==> src/rtl/wb_pkg.sv <==
// Shared constants, write-back entry layout and thread decode helper
// for the 4-thread register bank write-back path.
package wb_pkg;

    localparam int THREADS    = 4;
    localparam int TID_W      = 2;
    localparam int RADDR_W    = 5;
    localparam int WB_D_WIDTH = 64;

    typedef struct packed {
        logic [TID_W-1:0]      tid;
        logic [RADDR_W-1:0]    rd;
        logic [WB_D_WIDTH-1:0] data;
    } wb_entry_t;

    function automatic logic [THREADS-1:0] tid_to_onehot(input logic [TID_W-1:0] tid);
        logic [THREADS-1:0] oh;
        oh      = '0;
        oh[tid] = 1'b1;
        return oh;
    endfunction

endpackage

==> src/rtl/wb_fifo.sv <==
// Synchronous FIFO for accelerator write-back entries; no bypass, so a
// pushed entry appears at the head one cycle later.
module wb_fifo
    import wb_pkg::*;
#(
    parameter int  DEPTH   = 4,
    parameter type entry_t = wb_entry_t,
    localparam int PTR_W   = $clog2(DEPTH),
    localparam int CNT_W   = $clog2(DEPTH + 1)
) (
    input  logic             clk,
    input  logic             reset,
    input  logic             push,
    input  logic             pop,
    input  entry_t           wr_entry,
    output entry_t           rd_entry,
    output logic             full,
    output logic             empty,
    output logic [CNT_W-1:0] count
);

    entry_t           mem_q [DEPTH];
    logic [PTR_W-1:0] wr_ptr_q, wr_ptr_d;
    logic [PTR_W-1:0] rd_ptr_q, rd_ptr_d;
    logic [CNT_W-1:0] count_q, count_d;
    logic             do_push, do_pop;

    assign full     = (count_q == CNT_W'(DEPTH));
    assign empty    = (count_q == '0);
    assign count    = count_q;
    assign rd_entry = mem_q[rd_ptr_q];

    always_comb begin
        do_push  = push && !full;
        do_pop   = pop && !empty;
        wr_ptr_d = wr_ptr_q;
        rd_ptr_d = rd_ptr_q;
        count_d  = count_q;
        // Power-of-two depth lets the pointers wrap naturally.
        if (do_push) wr_ptr_d = wr_ptr_q + 1'b1;
        if (do_pop)  rd_ptr_d = rd_ptr_q + 1'b1;
        case ({do_push, do_pop})
            2'b10:   count_d = count_q + 1'b1;
            2'b01:   count_d = count_q - 1'b1;
            default: count_d = count_q;
        endcase
    end

    always_ff @(posedge clk) begin
        if (reset) begin
            wr_ptr_q <= '0;
            rd_ptr_q <= '0;
            count_q  <= '0;
        end else begin
            wr_ptr_q <= wr_ptr_d;
            rd_ptr_q <= rd_ptr_d;
            count_q  <= count_d;
        end
    end

    always_ff @(posedge clk) begin
        if (do_push) mem_q[wr_ptr_q] <= wr_entry;
    end

endmodule

==> src/rtl/wb_arbiter_x4.sv <==
// Merges pipeline WB (priority) and buffered accelerator results into one
// registered register-file write per cycle, with starvation-driven stall.
module wb_arbiter_x4
    import wb_pkg::*;
#(
    parameter int D_WIDTH      = 64,
    parameter int FIFO_DEPTH   = 4,
    parameter int STARVE_LIMIT = 8
) (
    input  logic               clk,
    input  logic               reset,
    input  logic               pipe_valid,
    input  logic [1:0]         pipe_thread,
    input  logic [4:0]         pipe_rd,
    input  logic [D_WIDTH-1:0] pipe_data,
    input  logic               acc_valid,
    output logic               acc_ready,
    input  logic [1:0]         acc_thread,
    input  logic [4:0]         acc_rd,
    input  logic [D_WIDTH-1:0] acc_data,
    output logic               stall_req,
    output logic [D_WIDTH-1:0] data_WB,
    output logic               ctrl_WB,
    output logic [4:0]         reg_wraddr,
    output logic [3:0]         thread_sel_WB,
    output logic               proto_err
);

    localparam int STARVE_W = $clog2(STARVE_LIMIT + 1);
    localparam int CNT_W    = $clog2(FIFO_DEPTH + 1);

    typedef struct packed {
        logic [TID_W-1:0]   tid;
        logic [RADDR_W-1:0] rd;
        logic [D_WIDTH-1:0] data;
    } entry_t;

    entry_t             acc_entry, head_entry, grant_entry;
    logic               fifo_full, fifo_empty, fifo_push, fifo_pop, grant_valid;
    logic [CNT_W-1:0]   fifo_count;

    logic [STARVE_W-1:0] starve_q, starve_d;
    logic                stall_q, stall_d;
    logic                proto_q, proto_d;
    logic                ctrl_q, ctrl_d;
    logic [THREADS-1:0]  tsel_q, tsel_d;
    logic [RADDR_W-1:0]  waddr_q, waddr_d;
    logic [D_WIDTH-1:0]  data_q, data_d;

    assign acc_entry = '{tid: acc_thread, rd: acc_rd, data: acc_data};

    wb_fifo #(
        .DEPTH   (FIFO_DEPTH),
        .entry_t (entry_t)
    ) u_fifo (
        .clk      (clk),
        .reset    (reset),
        .push     (fifo_push),
        .pop      (fifo_pop),
        .wr_entry (acc_entry),
        .rd_entry (head_entry),
        .full     (fifo_full),
        .empty    (fifo_empty),
        .count    (fifo_count)
    );

    always_comb begin
        fifo_push   = acc_valid && !fifo_full;
        fifo_pop    = !pipe_valid && !fifo_empty;
        grant_valid = pipe_valid || fifo_pop;
        grant_entry = pipe_valid ? '{tid: pipe_thread, rd: pipe_rd, data: pipe_data} : head_entry;

        // x0 writes still consume their slot but never reach the bank.
        ctrl_d  = grant_valid && (grant_entry.rd != '0);
        tsel_d  = '0;
        waddr_d = waddr_q;
        data_d  = data_q;
        if (ctrl_d) begin
            tsel_d  = tid_to_onehot(grant_entry.tid);
            waddr_d = grant_entry.rd;
            data_d  = grant_entry.data;
        end

        starve_d = starve_q;
        if (fifo_count == '0 || fifo_pop)
            starve_d = '0;
        else if (starve_q != STARVE_W'(STARVE_LIMIT))
            starve_d = starve_q + 1'b1;

        stall_d = (starve_d == STARVE_W'(STARVE_LIMIT));
        proto_d = proto_q || (pipe_valid && stall_q);
    end

    always_ff @(posedge clk) begin
        if (reset) begin
            starve_q <= '0;
            stall_q  <= 1'b0;
            proto_q  <= 1'b0;
            ctrl_q   <= 1'b0;
            tsel_q   <= '0;
            waddr_q  <= '0;
            data_q   <= '0;
        end else begin
            starve_q <= starve_d;
            stall_q  <= stall_d;
            proto_q  <= proto_d;
            ctrl_q   <= ctrl_d;
            tsel_q   <= tsel_d;
            waddr_q  <= waddr_d;
            data_q   <= data_d;
        end
    end

    assign acc_ready     = !fifo_full;
    assign stall_req     = stall_q;
    assign proto_err     = proto_q;
    assign ctrl_WB       = ctrl_q;
    assign thread_sel_WB = tsel_q;
    assign reg_wraddr    = waddr_q;
    assign data_WB       = data_q;

endmodule

==> config.mk <==
export PLATFORM = sky130hd
export DESIGN_NAME = wb_arbiter_x4
export DESIGN_NICKNAME = d
export VERILOG_FILES = /design/src/rtl/wb_pkg.sv /design/src/rtl/wb_fifo.sv /design/src/rtl/wb_arbiter_x4.sv
export SDC_FILE = /design/constraint.sdc
export NUM_CORES = 1
export LEC_CHECK = 0
export CORE_ASPECT_RATIO = 0.5
export CORE_UTILIZATION = 49
export DETAILED_ROUTE_END_ITERATION = 10
export PLACE_DENSITY = 0.76
export SLEW_MARGIN = 20
export SYNTH_ARGS = -nofsm -noshare
export SYNTH_HDL_FRONTEND = slang
export SYNTH_SLANG_ARGS = --single-unit
==> constraint.sdc <==
create_clock -name clk -period 2.6 [get_ports clk]
set_input_delay 0.39 -clock clk [delete_from_list [all_inputs] [get_ports clk]]
set_output_delay 0.39 -clock clk [all_outputs]
set_load 0.005 [all_outputs]
=== Yosys cells after proc, flatten, opt, wreduce, memory -nomap -nowiden ===
Memories as Yosys holds them, arrays and structs flattened. A register that Yosys moved wholly into a read port is not among the register bits.
Index checks and enable logic that the tools add are counted.

* Output and inout port bits: 77
* Input bits: 146
* Flip-flop bits (word level): 87
* Memory bits (writable): 284
* Memories kept: 1

{| class="wikitable"
|+ Memory list
! name !! depth !! bits a word !! read ports !! clocked after memory_dff !! wr ports !! RTL line !! RTL
|-
| u_fifo.mem_q || 4 || 71 || 1 || 1 || 1 || wb_fifo.sv:22 || <nowiki>entry_t mem_q [DEPTH];</nowiki>
|}

* Add/sub/neg operators: 5
* Bitwise operators: 1
* Mux-type cells: 10
* Equality and inequality tests: 5
* Reduce and logical (&&, ||, !) cells: 17
* $lt $le $gt $ge: 2

{| class="wikitable"
|+ Operator list
! kind !! count
|-
| 2-to-1 mux 71 bit || 1
|-
| 2-to-1 mux 4 bit || 2
|-
| logical AND 1 bit || 7
|-
| case mux 3 bit (2 select lines) || 1
|-
| nonzero test 5 bit || 1
|-
| adder 2 x 1 -> 2 bit (second input constant) || 2
|-
| adder 4 x 1 -> 4 bit (second input constant) || 1
|-
| == test 4 bit (second input constant) || 1
|-
| 2-to-1 mux 2 bit || 2
|-
| inequality test 4 bit (second input constant) || 1
|-
| adder 3 x 1 -> 3 bit (second input constant) || 1
|-
| == test 3 bit (second input constant) || 1
|-
| logical NOT 1 bit || 3
|-
| logical NOT 3 bit || 1
|-
| logical OR 1 bit || 3
|-
| less-than comparator 2 x 3 -> 1 bit (second input constant) || 1
|-
| 2-to-1 mux 1 bit || 3
|-
| subtractor 3 x 1 -> 3 bit (second input constant) || 1
|-
| demux 1 bit (select 2 bit) || 1
|-
| == test 2 x 1 -> 1 bit (second input constant) || 1
|-
| == test 2 bit (second input constant) || 1
|-
| greater-or-equal comparator 2 x 1 -> 1 bit (second input constant) || 1
|-
| nonzero test 2 bit || 1
|-
| OR reduction 2 bit || 1
|-
| NOT 1 bit || 1
|}

=== Longest topological paths before layout ===
* Word-level depth: 7
* Gate-level depth with buffers: 10
* Mapped depth without buffers: 10

=== By module ===
Synthesis repeated with hierarchy kept, for this count alone.

* Cells, all modules: 729
* Area total of the unflattened synthesis: 14,212.4 um^2

{| class="wikitable"
|+ Modules (own cells, without submodules)
! module !! cells an instance !! instances !! area an instance (um^2)
|-
| wb_fifo || 425 || 1 || 10,796.6
|-
| wb_arbiter_x4 || 304 || 1 || 3,415.8
|}

=== Worst setup path before layout ===
Ideal clock, no wire load.

* Kind: register to register
* Start point: register u_fifo.count_q[0], in the netlist u_fifo.count[0]
* End point: memory u_fifo.mem_q[0][0] (netlist name) (enable)
* Library setup time: 437 ps
* Slack: -136 ps
* Arrival time: 2,299 ps
* Cell stages (with the launch flop): 4
* Data required time: 2,163 ps
* Cells stage by stage: dfxtp_1 inv_1 nand3_1 and3_1

* Cells in the longest elaborated chain, start to end: 6

{| class="wikitable"
|+ RTL lines
! item !! RTL line !! RTL
|-
| start: declaration || wb_fifo.sv:25 || <nowiki>logic [CNT_W-1:0] count_q, count_d;</nowiki>
|-
| start signal: assignment || wb_fifo.sv:57 || <nowiki>count_q <= count_d;</nowiki>
|-
| == test 3 bit * || wb_fifo.sv:28 || <nowiki>assign full = (count_q == CNT_W'(DEPTH));</nowiki>
|-
| logical NOT 1 bit * || -- ||
|-
| named net acc_ready || wb_arbiter_x4.sv:17 || <nowiki>output logic acc_ready,</nowiki>
|-
| logical AND 1 bit || wb_arbiter_x4.sv:68 || <nowiki>fifo_push = acc_valid && !fifo_full;</nowiki>
|-
| logical AND 1 bit * || wb_fifo.sv:34 || <nowiki>do_push = push && !full;</nowiki>
|-
| 2-to-1 mux 1 bit * || wb_fifo.sv:62 || <nowiki>if (do_push) mem_q[wr_ptr_q] <= wr_entry;</nowiki>
|-
| 2-to-1 mux 1 bit (not written as such) * || wb_fifo.sv:62 ||
|-
| end: declaration || wb_fifo.sv:22 ||
|}

Mark *: on every way through the listed nets, which the timed path passes. The rest lies on a longest branch.

==> results.txt <==
* Share of flip-flops with an asynchronous set or reset: 0%
- After synthesis, flip-flops and latches occupy 69.1% of the total area.
- Num Clock Sinks: 373
* Post-detailed-routing wire length: 30500 um
* Total placed instance area: 0.0177 mm^2
* Post-synth EDFFs: 284
- Count of port buffers added during placement: 222
- In this run switching power makes up 24.9% of total power.
* Worst Path Class, Setup: flop to flop
* Unrepaired setup endpoints after global routing: no
- X dimension of the die: 249 um
* Achievable clock frequency: 0.402 GHz
- Number of standard-cell rows in the floorplan: 44
- Grt ovf: 0
* Worst hold path cell count: 3
- Number of unique standard cell types used by synthesis: 38
- The critical path goes through mux4_2 > o31a_1 > o31ai_4 > buf_4 > buf_12 > mux2_2.
* Post-Route Setup TNS: 0 ns
* Resize count post-CTS: 0
- The analysis attributes to net switching a power of 4.31 mW.
- Post-layout net count: 1263
* Kind of end point of the critical path: flop
- Yosys printed 0 warnings.
* Maximum number of pins on one net before global-route repair: 68
- In this run the static leakage power is 6.61 nW.
* Iteration-0 DRC count of the detailed router: 448
- The most used flip-flop cell after synthesis is edfxtp_1.
* Post-route worst hold slack: 0.273 ns
- The internal portion of the total power is 13.0 mW.
* Clock Latency Late Sink: 0.51 ns
* Share of the clock period used by the worst path: 95.8%
- Final worst path period need: 2.49 ns
- Count of hold buffers inserted by post-cts repair: 0
- The slowest stage of the critical path belongs to the cell mux4_2.
* Commonest non-fill, non-tap cell in the layout: edfxtp_1
- The synthesized netlist occupies a cell area of 0.0149 mm^2.
* Overall power: 17.3 mW
- The startpoint identified for the worst hold timing path is pipe_valid.
- In the final layout, the share of cells above drive strength 1 is 19.8%.
- For this configuration, the core starts out at a cell density of 50.6%.
- In the layout the commonest cells are edfxtp_1, clkdlybuf4s50_1, dfxtp_1.
* Post-synthesis net count: 1022
- The worst register-to-register path has a depth of 6.
- Number of antenna violations at the first check in global routing: 2
* Run status: finished clean
- The first global-routing pass estimated 47900 um of wire.
- Reg clk slew, reported paths: 0.07 ns
- In this run the power density over the cells is 913 mW/mm^2.
- Final ANT Viol Nets: 0
- Largest voltage drop on the vdd net: 0.584 mV
- Overall Global Routing Usage: 19.9%
* Last weighted congestion value of the routability-driven placer: 0.791
- The max-slew violation count was 0.
- Average via count per standard cell: 5.32
* Drt drc: 0
- Worst min path class: input pin to flop
- End point of the worst hold path: reg_wraddr[3]
- Count of buffer and inverter cells on the critical path: 2
- Worst path max stage delay: 0.55 ns
- The first TritonRoute pass finished after 6 iterations.
* Launching element type of the critical path: flop
- Worst slew pin tran: 0.702 ns
* Worst path arrival time: 2.88 ns
- In this run the count of I/O pins placed on the die edge is 223.
- The share of total power dissipated in sequential elements is 44.2%.
- Data required time of the worst path: 2.99 ns
- TritonCTS built the clock tree.
* Capture instance of the worst register-to-register path: data_WB[55]
- Number of endpoints with negative hold slack in the final report: 0
- Layout Skew: 0.0175 ns
- Setup violations remaining at the end of the flow were counted as 0.
- The cell sitting at the root of the clock tree is a clkbuf_16.
- A synthesized cell averages 17.2 um^2.
* Die footprint: 0.0312 mm^2
* Top Family by Delay on Critical Path: multiplexers
- The via count of the first global-routing pass is 8700.
- Number of H-tree branching levels: 2
* Number of fill cells in the layout: 1998
- Number of setup buffers added after CTS: 0
- Along the worst path, the maximum fanout reaches 34.
* Flops & latches, synth: 373
- Of all cell types, the one taking the most synthesized area is edfxtp_1.
- The detailed router placed 8121 vias in this run.
* Average detailed-routed wire length per instance: 20.0 um
* Design area: 0.0190 mm^2
- In this run the standard cell core region covers 0.0295 mm^2.
- Post-Syn Instances: 868
* Clock buffer count from CTS: 34
* Power share of the clock group: 30.1%
- Die outline height: 125 um
* Yosys top cell area share: 57.2%
- HPWL after DPL: 19500 um
- CTS Buffer Depth: 3
- Measured against its own limit, the worst slew margin works out to 53.2%.
- Max Cap Violations: 0
* Area growth, synth to finish: 27.2%
- R2R setup slack: 0.11 ns
- Cells fill 64.4% of the core in the end.
- Synth top area cells: edfxtp_1, dfxtp_1, mux4_2
- Combinational group share of total power: 25.7%
-- power by group through the flow --
stage	Sequential, mW	Combinational (mW)	Clock, mW
finish	7.66	4.45	5.20
global route	7.74	4.80	5.55
CTS	7.67	4.48	5.31
detailed placement	7.79	4.45	0
global placement	7.74	4.36	0
floorplan	7.71	2.74	0
-- how the worst max path moves through the flow --
stage | from | endpoint | cells after the start
after global routing | flop | data_WB[32] | 6
final | flop | data_WB[55] | 6
after global placement | pipe_rd[1] | data_WB[52] | 7
after detailed placement | pipe_rd[1] | data_WB[55] | 7
after CTS | flop | data_WB[43] | 5
after floorplan | pipe_valid | data_WB[16] | 7
-- flip-flops by register name (all words and copies together) (netlist names), named ones only --
name,cells
proto_err,1
thread_sel_WB,4
u_fifo.count,3
starve_q,4
stall_req,1
u_fifo.wr_ptr_q,2
reg_wraddr,5
data_WB,64
u_fifo.mem_q,284
ctrl_WB,1
u_fifo.rd_ptr_q,2
-- metal layers --
layer / vias to the layer above / global-route usage (%) / routed length [um]
li1: 3800 / - / -
met1: 4140 / 24.4 / 12400
met2: 140 / 36.7 / 16500
met3: 41 / 3.39 / 1020
met4: 0 / 4.93 / 527
met5: - / 0 / 0
-- cell type report --
| class | instances | area, um^2 | share of cell area, % |
|---|---|---|---|
| Timing Repair Buffer | 254 | 2610 | 13.8 |
| Inverter | 10 | 37.5 | 0.198 |
| Sequential cell | 373 | 10300 | 54.4 |
| Tap cell | 391 | 489 | 2.58 |
| Multi-Input combinational cell | 436 | 4320 | 22.8 |
| Clock inverter | 10 | 131 | 0.693 |
| Antenna cell | 2 | 5.00 | 0.0264 |
| Clock buffer | 51 | 1050 | 5.54 |
-- through the flow --
stage | std cells | setup WS, ns
6_report | 1527 | 0.109
5_1_grt | 1527 | 0.0449
4_1_cts | 1520 | 0.0352
3_5_place_dp | 1459 | -0.0592
3_3_place_gp | 1459 | -0.0152
2_1_floorplan | 868 | 0.131
-- cells in the mapped netlist (5+ instances only) --
master / instances
edfxtp_1: 284
dfxtp_1: 89
nor2_1: 86
mux2i_1: 75
nor2b_1: 68
mux4_2: 67
mux2_2: 61
clkbuf_1: 25
inv_1: 10
a21oi_1: 9
buf_1: 9
buf_6: 9
and3_1: 8
ha_1: 7
nand2_1: 7
buf_2: 6
mux2_1: 6
nand3_1: 5
-- cells by family after synthesis --
family / after synthesis / share of synthesized area [%]
AOI/OAI and AO/OA: 23 / 1.12
adders and majority gates: 8 / 0.722
and+or+nand+nor: 189 / 6.39
xor gates and xnor gates: 7 / 0.411
muxes: 209 / 20.2
DFF: 373 / 69.1
buffers and inverters: 59 / 1.99
-- worst reg2reg max path: stages (launching register included) --
cell and delay, ns:
dfxtp_4 0.48, mux4_2 0.55, o31a_1 0.33, o31ai_4 0.21, buf_4 0.18, buf_12 0.22
mux2_2 0.39
Note: power is estimated with default switching activity, not from simulation.
